--- src/rtl/turnstile_pkg.sv ---
// Shared types and helpers for the turnstile lane arbiter.
// The timer width is sized from the longest wait the FSM ever has to count.
package turnstile_pkg;

  typedef enum logic [2:0] {
    IDLE    = 3'd0,
    COIN    = 3'd1,
    WAIT_UL = 3'd2,
    OPEN    = 3'd3,
    START   = 3'd4,
    WAIT_LK = 3'd5,
    ERR     = 3'd6
  } state_t;

  function automatic int max_int(input int a, input int b);
    return (a > b) ? a : b;
  endfunction

  function automatic int tmr_width(input int pass_to, input int hs_to);
    return $clog2(max_int(pass_to, hs_to) + 1);
  endfunction

endpackage

--- src/rtl/turnstile_arb_rr_pick.sv ---
// Combinational round-robin picker: first requester at or after ptr, wrapping.
// Returns both a one-hot select and its index.
module rr_pick
  import turnstile_pkg::*;
#(
  parameter int N     = 4,
  parameter int PTR_W = $clog2(N)
) (
  input  logic [N-1:0]     req,
  input  logic [PTR_W-1:0] ptr,
  output logic [N-1:0]     sel,
  output logic [PTR_W-1:0] sel_idx,
  output logic             valid
);

  // Two passes: lanes from ptr upward first, then the wrapped lanes below ptr.
  always_comb begin
    sel     = '0;
    sel_idx = '0;
    valid   = 1'b0;
    for (int k = 0; k < N; k++) begin
      if (!valid && req[k] && (PTR_W'(k) >= ptr)) begin
        valid   = 1'b1;
        sel[k]  = 1'b1;
        sel_idx = PTR_W'(k);
      end
    end
    for (int k = 0; k < N; k++) begin
      if (!valid && req[k] && (PTR_W'(k) < ptr)) begin
        valid   = 1'b1;
        sel[k]  = 1'b1;
        sel_idx = PTR_W'(k);
      end
    end
  end

endmodule

--- src/rtl/turnstile_arb.sv ---
// Round-robin scheduler sharing one fsm_ctrl turnstile among several entry lanes,
// with per-lane banked coin credits and a timed pass window per grant.
//
//  state   | meaning
//  --------+------------------------------------------------------------
//  IDLE    | no lane in service; pick next lane with credit, spend one
//  COIN    | coin pulse to fsm_ctrl
//  WAIT_UL | wait for fsm_ctrl unlock (handshake timeout -> ERR)
//  OPEN    | gate open for selected lane until pass or pass timeout
//  START   | start pulse to fsm_ctrl (relock)
//  WAIT_LK | wait for fsm_ctrl lock, then advance RR pointer
//  ERR     | handshake failure; sticky until reset, credits keep banking
module turnstile_arb
  import turnstile_pkg::*;
#(
  parameter int N_LANE   = 4,
  parameter int CREDIT_W = 4,
  parameter int PASS_TO  = 16,
  parameter int HS_TO    = 8
) (
  input  logic              clk,
  input  logic              rst_n,
  input  logic [N_LANE-1:0] coin_i,
  input  logic [N_LANE-1:0] pass_i,
  input  logic              lock_i,
  input  logic              unlock_i,
  output logic              coin_o,
  output logic              start_o,
  output logic [N_LANE-1:0] grant_o,
  output logic              busy_o,
  output logic              timeout_o,
  output logic [N_LANE-1:0] drop_o,
  output logic              err_o
);

  localparam int PTR_W = $clog2(N_LANE);
  localparam int TMR_W = tmr_width(PASS_TO, HS_TO);
  localparam logic [CREDIT_W-1:0] CRED_MAX  = '1;
  localparam logic [TMR_W-1:0]    PASS_LOAD = TMR_W'(PASS_TO - 1);
  localparam logic [TMR_W-1:0]    HS_LOAD   = TMR_W'(HS_TO - 1);

  state_t state, state_nx;

  logic [CREDIT_W-1:0] credit  [N_LANE];
  logic [CREDIT_W-1:0] cred_nx [N_LANE];
  logic [N_LANE-1:0]   req, drop_nx, dec_vec, pick_oh, sel_oh;
  logic [PTR_W-1:0]    pick_idx, sel, rr_ptr;
  logic                pick_vld, dec_en, pass_sel, tmr_tc;
  logic [TMR_W-1:0]    tmr;

  logic              coin_d, start_d, busy_d, timeout_d, err_d;
  logic [N_LANE-1:0] grant_d;

  always_comb begin
    for (int k = 0; k < N_LANE; k++) begin
      req[k] = (credit[k] != '0);
    end
  end

  rr_pick #(
    .N     (N_LANE),
    .PTR_W (PTR_W)
  ) u_pick (
    .req     (req),
    .ptr     (rr_ptr),
    .sel     (pick_oh),
    .sel_idx (pick_idx),
    .valid   (pick_vld)
  );

  assign dec_en   = (state == IDLE) && pick_vld;
  assign dec_vec  = dec_en ? pick_oh : '0;
  assign pass_sel = pass_i[sel];
  assign tmr_tc   = (tmr == '0);
  assign sel_oh   = N_LANE'(1) << sel;

  // A coin and a spend on the same lane cancel: no change, no drop.
  always_comb begin
    for (int k = 0; k < N_LANE; k++) begin
      cred_nx[k] = credit[k];
      drop_nx[k] = 1'b0;
      if (coin_i[k] && !dec_vec[k]) begin
        if (credit[k] == CRED_MAX) drop_nx[k] = 1'b1;
        else                       cred_nx[k] = credit[k] + CREDIT_W'(1);
      end else if (!coin_i[k] && dec_vec[k]) begin
        cred_nx[k] = credit[k] - CREDIT_W'(1);
      end
    end
  end

  always_ff @(posedge clk or negedge rst_n) begin
    if (!rst_n) begin
      for (int k = 0; k < N_LANE; k++) credit[k] <= '0;
    end else begin
      for (int k = 0; k < N_LANE; k++) credit[k] <= cred_nx[k];
    end
  end

  always_ff @(posedge clk or negedge rst_n) begin
    if (!rst_n) begin
      sel    <= '0;
      rr_ptr <= '0;
    end else begin
      if (dec_en) sel <= pick_idx;
      if ((state == WAIT_LK) && lock_i)
        rr_ptr <= (sel == PTR_W'(N_LANE - 1)) ? '0 : sel + PTR_W'(1);
    end
  end

  // Down-counter reloaded on every state change; terminal count = 0.
  always_ff @(posedge clk or negedge rst_n) begin
    if (!rst_n) begin
      tmr <= '0;
    end else if (state_nx != state) begin
      case (state_nx)
        WAIT_UL, WAIT_LK: tmr <= HS_LOAD;
        OPEN:             tmr <= PASS_LOAD;
        default:          tmr <= '0;
      endcase
    end else if (!tmr_tc) begin
      tmr <= tmr - TMR_W'(1);
    end
  end

  always_ff @(posedge clk or negedge rst_n) begin
    if (!rst_n) state <= IDLE;
    else        state <= state_nx;
  end

  always_comb begin
    state_nx = state;
    case (state)
      IDLE:    if (pick_vld) state_nx = COIN;
      COIN:    state_nx = WAIT_UL;
      WAIT_UL: begin
        if (unlock_i)    state_nx = OPEN;
        else if (tmr_tc) state_nx = ERR;
      end
      OPEN:    if (pass_sel || tmr_tc) state_nx = START;
      START:   state_nx = WAIT_LK;
      WAIT_LK: begin
        if (lock_i)      state_nx = IDLE;
        else if (tmr_tc) state_nx = ERR;
      end
      ERR:     state_nx = ERR;
      default: state_nx = IDLE;
    endcase
  end

  // Outputs are decoded from the next state so the registered copies line up with state.
  always_comb begin
    coin_d    = (state_nx == COIN);
    start_d   = (state_nx == START);
    busy_d    = (state_nx != IDLE);
    err_d     = (state_nx == ERR);
    grant_d   = (state_nx == OPEN) ? sel_oh : '0;
    timeout_d = (state == OPEN) && (state_nx == START) && !pass_sel;
  end

  always_ff @(posedge clk or negedge rst_n) begin
    if (!rst_n) begin
      coin_o    <= 1'b0;
      start_o   <= 1'b0;
      grant_o   <= '0;
      busy_o    <= 1'b0;
      timeout_o <= 1'b0;
      drop_o    <= '0;
      err_o     <= 1'b0;
    end else begin
      coin_o    <= coin_d;
      start_o   <= start_d;
      grant_o   <= grant_d;
      busy_o    <= busy_d;
      timeout_o <= timeout_d;
      drop_o    <= drop_nx;
      err_o     <= err_d;
    end
  end

endmodule

--- config.mk ---
export PLATFORM = sky130hd
export DESIGN_NAME = turnstile_arb
export DESIGN_NICKNAME = d
export VERILOG_FILES = /design/src/rtl/turnstile_pkg.sv /design/src/rtl/turnstile_arb_rr_pick.sv /design/src/rtl/turnstile_arb.sv
export SDC_FILE = /design/constraint.sdc
export NUM_CORES = 1
export LEC_CHECK = 0
export ABC_AREA = 1
export CORE_UTILIZATION = 61
export DETAILED_ROUTE_END_ITERATION = 12
export GPL_TIMING_DRIVEN = 0
export HOLD_SLACK_MARGIN = 0.06
export PLACE_DENSITY_LB_ADDON = 0.12
export SLEW_MARGIN = 30
export SYNTH_ARGS = -nofsm -noshare
export SYNTH_HDL_FRONTEND = slang
export SYNTH_HIERARCHICAL = 1
export SYNTH_SLANG_ARGS = --single-unit
--- constraint.sdc ---
create_clock -name clk -period 7.5 [get_ports clk]
set_input_delay 1.125 -clock clk [delete_from_list [all_inputs] [get_ports clk]]
set_output_delay 1.125 -clock clk [all_outputs]
set_load 0.05 [all_outputs]
# Word level (Yosys, flattened, before mapping)
# Cells that the tools add are included.
# Widths: inputs -> output; s select.
[totals]
reg_bits = 41
latchBits = 0
ram_bits = 0
romBits = 0
in_bits = 12
out_inout_bits = 13
wordCells = 174
n_memories = 0
[op_classes]
add_sub_neg = 10
multipliers = 0
div = 0
n_lt_le_gt_ge = 9
eq_ne = 23
shifts = 1
n_mux = 56
n_bitwise = 0
n_reduce_logical = 60
[ops]
columns = ["cell", "n"]
rows = [
  ["$mux 4", 14],
  ["$logic_and 1x1->1", 27],
  ["$mux 1", 25],
  ["$pmux 3 s7", 1],
  ["$eq 3x3->1 const B", 6],
  ["$add 4x1->4 const B", 4],
  ["$eq 4x4->1 const B", 4],
  ["$logic_not 1->1", 16],
  ["$reduce_bool 4->1", 4],
  ["$sub 4x1->4 const B", 4],
  ["$mux 3", 5],
  ["$mux 2", 7],
  ["$eq 3x2->1 const B", 4],
  ["$mux 5", 2],
  ["$ne 2x2->1 const B", 4],
  ["$pmux 4 s2", 1],
  ["$reduce_and 2->1", 4],
  ["$reduce_bool 2->1", 4],
  ["$eq 3x1->1 const B", 2],
  ["$logic_not 5->1", 1],
  ["$sub 5x1->5 const B", 1],
  ["$ge 1x2->1 const A", 2],
  ["$ge 2x2->1 const A", 2],
  ["$lt 1x2->1 const A", 2],
  ["other kinds (12)", 13],
]

# Logic depth before layout (Yosys ltp)
# Gate-level depths: netlist of run 1.
[depth]
depth_word = 37
depth_mapped = 15
ltp_nobuf = 15

# Modules after synthesis
# The synthesis of run 1 kept the hierarchy.
[modules_own_cells]
columns = ["mod", "n_inst", "cells_each", "area_each_um2", "seq_area_each_um2"]
rows = [
  ["turnstile_arb", 1, 253, 2288.4, 1026.0],
  ["rr_pick", 1, 29, 146.4, 0.0],
]

# Least setup slack after synthesis of run 1
# No wires, ideal clock.
[synth_timing]
path_type = "flip-flop to flip-flop"
startpoint = "register credit[4] (netlist name)"
endpoint = "register credit[7] (netlist name)"
setup_time_ns = 0.123
arrival_time_ns = 2.338
required_time_ns = 7.377
path_slack_ns = 5.040
stages_incl_launch_ff = 15
path_buffers = 0
synth_period_minus_slack_ns = 2.460
cell_sequence = "dfrtp_1 nor2_1 nand3_1 nand2_2 nand2_2 nor2_4 nand4_1 nand3_4 o21ai_2 ha_1 a21o_1 a21oi_1 or2_0 nand3_1 xor2_1"
[synth_between]
elab_chain_cells = 30
word_cells_on_any_way = 40
cone_classes = "add/sub (2); eq/ne (2); mux (12); reduce/logical (24)"
[synth_lines]
columns = ["item", "line", "text"]
rows = [
  ["from (decl)", "turnstile_arb.sv:44", "logic [CREDIT_W-1:0] credit [N_LANE];"],
  ["$reduce_bool 4->1 *", "turnstile_arb.sv:56", "req[k] = (credit[k] != '0);"],
  ["net req[2]", "turnstile_arb.sv:46", "logic [N_LANE-1:0] req, drop_nx, dec_vec, pick_oh, sel_oh;"],
  ["$logic_and 1x1->1 (2 in series)", "turnstile_arb_rr_pick.sv:22", "if (!valid && req[k] && (PTR_W'(k) >= ptr)) begin"],
  ["$mux 1", "turnstile_arb_rr_pick.sv:22", ""],
  ["$logic_not 1->1", "turnstile_arb_rr_pick.sv:22", ""],
  ["$logic_and 1x1->1 (2 in series)", "turnstile_arb_rr_pick.sv:22", ""],
  ["$mux 1", "turnstile_arb_rr_pick.sv:22", ""],
  ["$logic_not 1->1", "turnstile_arb_rr_pick.sv:29", "if (!valid && req[k] && (PTR_W'(k) < ptr)) begin"],
  ["[14 not listed]", "-", ""],
  ["$mux 1 *", "turnstile_arb_rr_pick.sv:29", ""],
  ["net pick_vld", "turnstile_arb.sv:48", "logic pick_vld, dec_en, pass_sel, tmr_tc;"],
  ["$logic_and 1x1->1 *", "turnstile_arb.sv:71", "assign dec_en = (state == IDLE) && pick_vld;"],
  ["$mux 4 *", "turnstile_arb.sv:72", "assign dec_vec = dec_en ? pick_oh : '0;"],
  ["$logic_not 1->1", "turnstile_arb.sv:82", "if (coin_i[k] && !dec_vec[k]) begin"],
  ["$logic_and 1x1->1", "turnstile_arb.sv:82", ""],
  ["$ne 2x2->1 (no source line) / $reduce_bool 2->1 (equally long branches)", "-", ""],
  ["$reduce_and 2->1 (no source line)", "-", ""],
]
# Mark *: on every way through the listed nets, which the timed path passes. The rest lies on a longest branch. The select of a mux whose other input is x is not followed.
# A chain may end at the register's enable or synchronous reset.

# Worst setup path in the final report of run 1
# Same ends and word-level chain as after synthesis.

==> metrics.txt, run 1 <==
Min-Delay Path Depth 1; post-CTS sizing 0; top cell type's share of synthesized area 42.1%; Startpoint Class flop; worst hold start credit[3]; pwr/cell area roughly 430 nW/um^2; clk_skew between 0.002 and 0.003 ns; CTS Sinks 41; reg2reg start credit[4]; Pleak 0.00145 uW; asr flop ratio synth 100%; fmax 352 MHz; vias 1,899; crit end category flop; final antenna-violating net count 0; num rows 22; CTS Root Cell clkbuf_8; Final Hold Vio Count 0; DP Wirelength about 3400 um; Top-Level Pins 25; diodes inserted 0; router iterations before antenna repair 4; P&R area growth vs syn 17.1%; synthesized area per cell 8.63 sq um; EDFF count, synth 0; Hold WS 0.503 ns; sequential share of the synthesized area 42.1%; R2R cell count 14; setup TNS 0 ns; top cells by count, synth nand2_1, dfrtp_1, inv_1; Final setup viols 0; Slew headroom between 60% and 70%; design area ~2900 sq um; Routed WL 4310 um; status complete, no violations; post-DR vias/cell 5.23; layout cells sized above 1 between 10% and 20%; Crit. Startpoint credit[4]; Synth Cell Area 2430 sq um; YS warnings 6; CTS buffer count 5; Worst-Skew Late Latency 0.29 ns; cells after synthesis 282; Layout Cells excl Fill 363; Max H-tree Level 2; Port Buffers 24; hold_buf cts 0; global router's overall resource usage between 20% and 30%; GRT Residual Overflow 0; Core ar. 3740 sq um; CP Max Fanout 9; nets approximately 340; maxcap violations 0; WHS Endpoint credit[3]; largest net degree at the start of global routing 29; worst-case clock buffer depth 2; #FFs+latches synth 41; Post-Syn Nets 312; Reg2Reg Setup Slack 4.66 ns; number of global-route vias before repair 1,844; Arr. time, crit path 3.01 ns; synth top area cells dfrtp_1, nand2_1, ha_1; initial antenna violation count 0; Reg2Reg Capture Point credit[7]; Post-Place Cells 355; Routed WL per cell 11.9 um; ys flop type dfrtp_1; Final Cycle Share ~38%; Hold Path Class flop to flop; first-pass GRT wire length 7900 um; peak supply drop 0.211 mV; die height between 60 and 70 um; unrepaired setup endpoints after global routing false; initial DRC count 75; Starting Density 65.0%; drc violations 0; Worst Tran Pin Value 0.498 ns; most frequently used cell type in the post-synthesis netlist nand2_1; post-synth top area cell dfrtp_1; crit path time final about 2.8 ns; Worst Path Required 7.68 ns; die width ~65 um; Die ar. about 4200 sq um; distinct cell type count after synthesis 31; clock slew at reported path FFs 0.07 ns; filler instances 294; Post-CTS Setup Bufs 0; Worst Setup Path Type flop to flop; gp weighted congestion 0.843; CTS tree built; Slew Viols, Final 0; post-place instance area between 2000 and 3000 sq um
## routing by layer
metal	GRT usage [%]	vias up	wire length, um
li1	-	970	-
met5	0	-	0
met3	4.34	9	143
met1	31.6	882	2050
met4	9.24	0	73
met2	40.5	38	2040
## kinds of logic after synthesis
group                      after synthesis  synth area share [%]
and+or+nand+nor                        123                  23.7
buffers and inverters                   46                  7.14
DFF                                     41                  42.1
AOI/OAI and AO/OA                       37                  10.3
adders and majority gates               18                  10.5
xor gates and xnor gates                16                  5.76
muxes                                    1                 0.462
## worst max path at each step
stage	end	slack [ns]	depth (start not counted)
final	credit[7]	4.66	14
after global routing	credit[7]	4.49	14
after CTS	credit[7]	4.68	14
after detailed placement	credit[15]	4.59	8
after global placement	drop_o[3]	4.31	1
after floorplan	credit[7]	5.04	14
## worst max-delay path, stage by stage, from the launching register on
cell and delay, ns:
dfrtp_1 0.45, nor2_1 0.13, nand3_1 0.15, nand2_2 0.14, nand2_2 0.07, nor2_4 0.16
nand4_1 0.20, nand3_4 0.25, o21ai_2 0.13, ha_1 0.29, a21o_1 0.18, a21oi_1 0.17
or2_0 0.13, nand3_1 0.09, xor2_1 0.17
## sequential cells by signal, summed over array words and instances, names as in the netlist
name,flops
busy_o,1
coin_o,1
credit,16
drop_o,4
err_o,1
grant_o,4
rr_ptr,2
sel,2
start_o,1
state,3
timeout_o,1
tmr,5
## per-stage QoR
step / setup slack (ns) / total power (uW) / util (%)
floorplan: 5.04 / 914 / -
global placement: 4.31 / 1040 / 73.1
detailed placement: 4.59 / 1070 / 73.5
CTS: 4.68 / 1230 / 76.2
global route: 4.49 / 1350 / 76.2
finish: 4.66 / 1220 / 76.2
## power breakdown
| part | total (uW) | switching, uW | leakage [uW] | internal (uW) |
|---|---|---|---|---|
| Clock | 156 | 73.1 | 0.0000542 | 83.1 |
| Combinational | 663 | 414 | 0.000879 | 249 |
| Sequential | 402 | 86.7 | 0.000517 | 315 |
## cell type report
cell class                      instances  area, sq um  share of cell area [%]
Clock inverter                          1         5.00                   0.176
Inverter                               45          169                    5.92
Multi-Input combinational cell        195         1230                    43.3
Timing Repair Buffer                   25          255                    8.95
Sequential cell                        41         1030                    36.0
Clock buffer                            7         96.3                    3.38
Buffer                                  1         5.00                   0.176
Tap cell                               48         60.1                    2.11
## layout by cell type, fill, tap and decap left out, types with 2 or more instances in the layout
cell / instances
ha_1: 14
nand3_1: 22
clkbuf_8: 7
or2_0: 4
nand2_1: 53
a21oi_1: 6
xnor2_1: 4
inv_2: 4
clkdlybuf4s50_1: 23
fa_1: 4
o31ai_2: 4
nor2_1: 24
nand2_2: 4
inv_1: 41
nand4_1: 8
a21o_1: 4
o21ai_0: 14
o21ai_1: 3
buf_2: 2
dfrtp_1: 41
o21ai_2: 4
xor2_1: 12
Note: power is estimated with default switching activity, not from simulation.
==> run 2: changes to the inputs <==
Settings changed: CORE_UTILIZATION 61 to 51.
Clock period 7.5 ns to 2.4 ns, I/O delays scaled along.
==> run 2 against run 1 <==
  * First-iteration DRC count grew 27%
  * Sequential share of layout area decreased by 5.7 points
  * Non-clock buffer count grew 37
  * Setup slack worse by 4.9 ns
  * Final area grew 19%
  * Clock power increased to 3.8 times the previous value
  * Clock skew is 0.0056 ns higher
  * The run now ends with DRC, setup timing left
  * Via count up 11%
==> metrics.txt, run 2 (synthesis gave the netlist of run 1 again) <==
status finished, violations left; failing checks DRC, setup timing; CP Cell Sequence nor2_1, nand3_2, inv_1, nand2_2, nor2_4, nand4_1, nand3_4, buf_12, o21ai_4, ha_4, a21o_1, a21oi_2, or2_0, nand3_1, xor2_1; CTS buffer count 5; nets approximately 380; CP Depth 15; Final Cycle Share 109%; number of global-route vias before repair between 2,000 and 2,500; Hold Path Class input port to asynchronous set/reset pin; Max H-tree Level 2; crit end category flop; CP bufs+invs 2; Die ar. 5050 sq um; pwr/cell area 1390 nW/um^2; drc violations 4; Reg with most FFs credit; Starting Density 54.4%; diodes inserted 0; vias 2,102; Pleak 0.00165 uW; first-pass GRT wire length 8800 um; Slew headroom 65.5%; largest net degree at the start of global routing 29; Startpoint Class flop; gp weighted congestion 0.806; clk_skew 0.00832 ns; Worst Path Required approximately 2.6 ns; peak supply drop just under 0.7 mV; Top Registers credit (16), tmr (5); clock slew at reported path FFs about 0.080 ns; clock network fraction of design power 12.4%; R2R cell count 15; Final setup viols 8; layout cells sized above 1 29.8%; GRT Residual Overflow 0; Routed WL per cell 13.6 um; die width 71.1 um; Worst Tran Pin Value 0.514 ns; total power 4740 uW; Routed WL roughly 5500 um; Slew Viols, Final 0; sequential fraction of design power 25.3%; P&R area growth vs syn 39.8%; design area 3400 sq um; Port Buffers 24; unrepaired setup endpoints after global routing true; setup TNS -1.07 ns; slack of the critical path -0.212 ns; CP max stage cell dfrtp_2; P_sw around 2200 uW; Largest register FFs 16; Internal roughly 2600 uW; Combinational Power Share between 60% and 70%; CTS Sinks 41; post-DR vias/cell approximately 5.2; die height 71.1 um; Worst-Skew Late Latency 0.31 ns; Final Hold Vio Count 0; DP Wirelength ~3200 um; initial DRC count 95; crit path time final 2.61 ns; maxcap violations 0; most frequent cells in the layout nand2_1, inv_1, dfrtp_1; switching share of power a little under half; global router's overall resource usage 22.4%; commonest non-fill, non-tap cell in the layout nand2_1; router iterations before antenna repair 8; CP Max Fanout 7; Layout Utilization 76.1%; fmax ~380 MHz; worst-case clock buffer depth 2; initial antenna violation count 0; Top-Level Pins 25; Arr. time, crit path 2.80 ns; CTS Root Cell clkbuf_8; post-place instance area 2760 sq um; num rows 24; CTS tree built; Worst path max stage delay 0.41 ns; final antenna-violating net count 0; Top delay family on crit path simple AND/OR/NAND/NOR gates; Core ar. 4470 sq um; Worst Setup Path Type flop to flop
[run 2: changes by cell type in the layout (fill, tap and decap cells not counted), sizes merged]
| cell | change |
|---|---|
| bufinv | +1 |
| buf | +36 |
| clkinv | -1 |
| dlygate4sd3 | +1 |
[run 2: final timing paths]
kind	from	end	slack (ns)
worst max-delay path	credit[0]	credit[7]	-0.21
worst min-delay path	rst_n	credit[13]	0.49
worst max register to register	credit[0]	credit[7]	-0.21
worst min register to register	rr_ptr[0]	rr_ptr[0]	0.54
max in group asynchronous	rst_n	credit[0]	1.44
min in group clk	rr_ptr[0]	rr_ptr[0]	0.54
[run 2: power groups by stage]
| stage | Combinational, uW | Clock [uW] | Sequential, uW |
|---|---|---|---|
| 2_1_floorplan | 1490 | 0 | 1380 |
| 3_3_place_gp | 2030 | 0 | 1260 |
| 3_5_place_dp | 2080 | 0 | 1260 |
| 4_1_cts | 2560 | 597 | 1190 |
| 5_1_grt | 3290 | 627 | 1230 |
| 6_report | 2960 | 589 | 1200 |
[run 2: stage by stage]
stage	setup WS (ns)	hold WS, ns	cells
6_report	-0.212	0.488	404
2_1_floorplan	-0.0600	0.0644	282
3_5_place_dp	-0.347	0.286	359
3_3_place_gp	-0.316	0.492	358
5_1_grt	-0.349	0.534	404
4_1_cts	-0.0880	0.493	394
[run 2: area by class of cell]
type,count,area [sq um]
multi-input cells,195,1440
fillers,306,1070
flip-flops and latches,41,1030
repair buffers,62,576
inverters,45,169
clock buffers,7,86.3
well taps,52,65.1
clock inverters,1,30.0
plain buffers,1,5.00
[run 2: what timing repair did]
item,in CTS,in global routing
hold buffers,1,0
setup buffers,26,10
pin swaps,20,19
resized for setup,22,31
setup endpoints to repair,11,15
endpoints found under the hold margin,13,0
cloned,0,0
[run 2: routing by layer]
| metal | wire length (um) | global-route usage (%) |
|---|---|---|
| met1 | 2550 | 28.6 |
| met2 | 2590 | 37.7 |
| met3 | 221 | 5.27 |
| met4 | 141 | 7.33 |
| met5 | 0 | 0 |
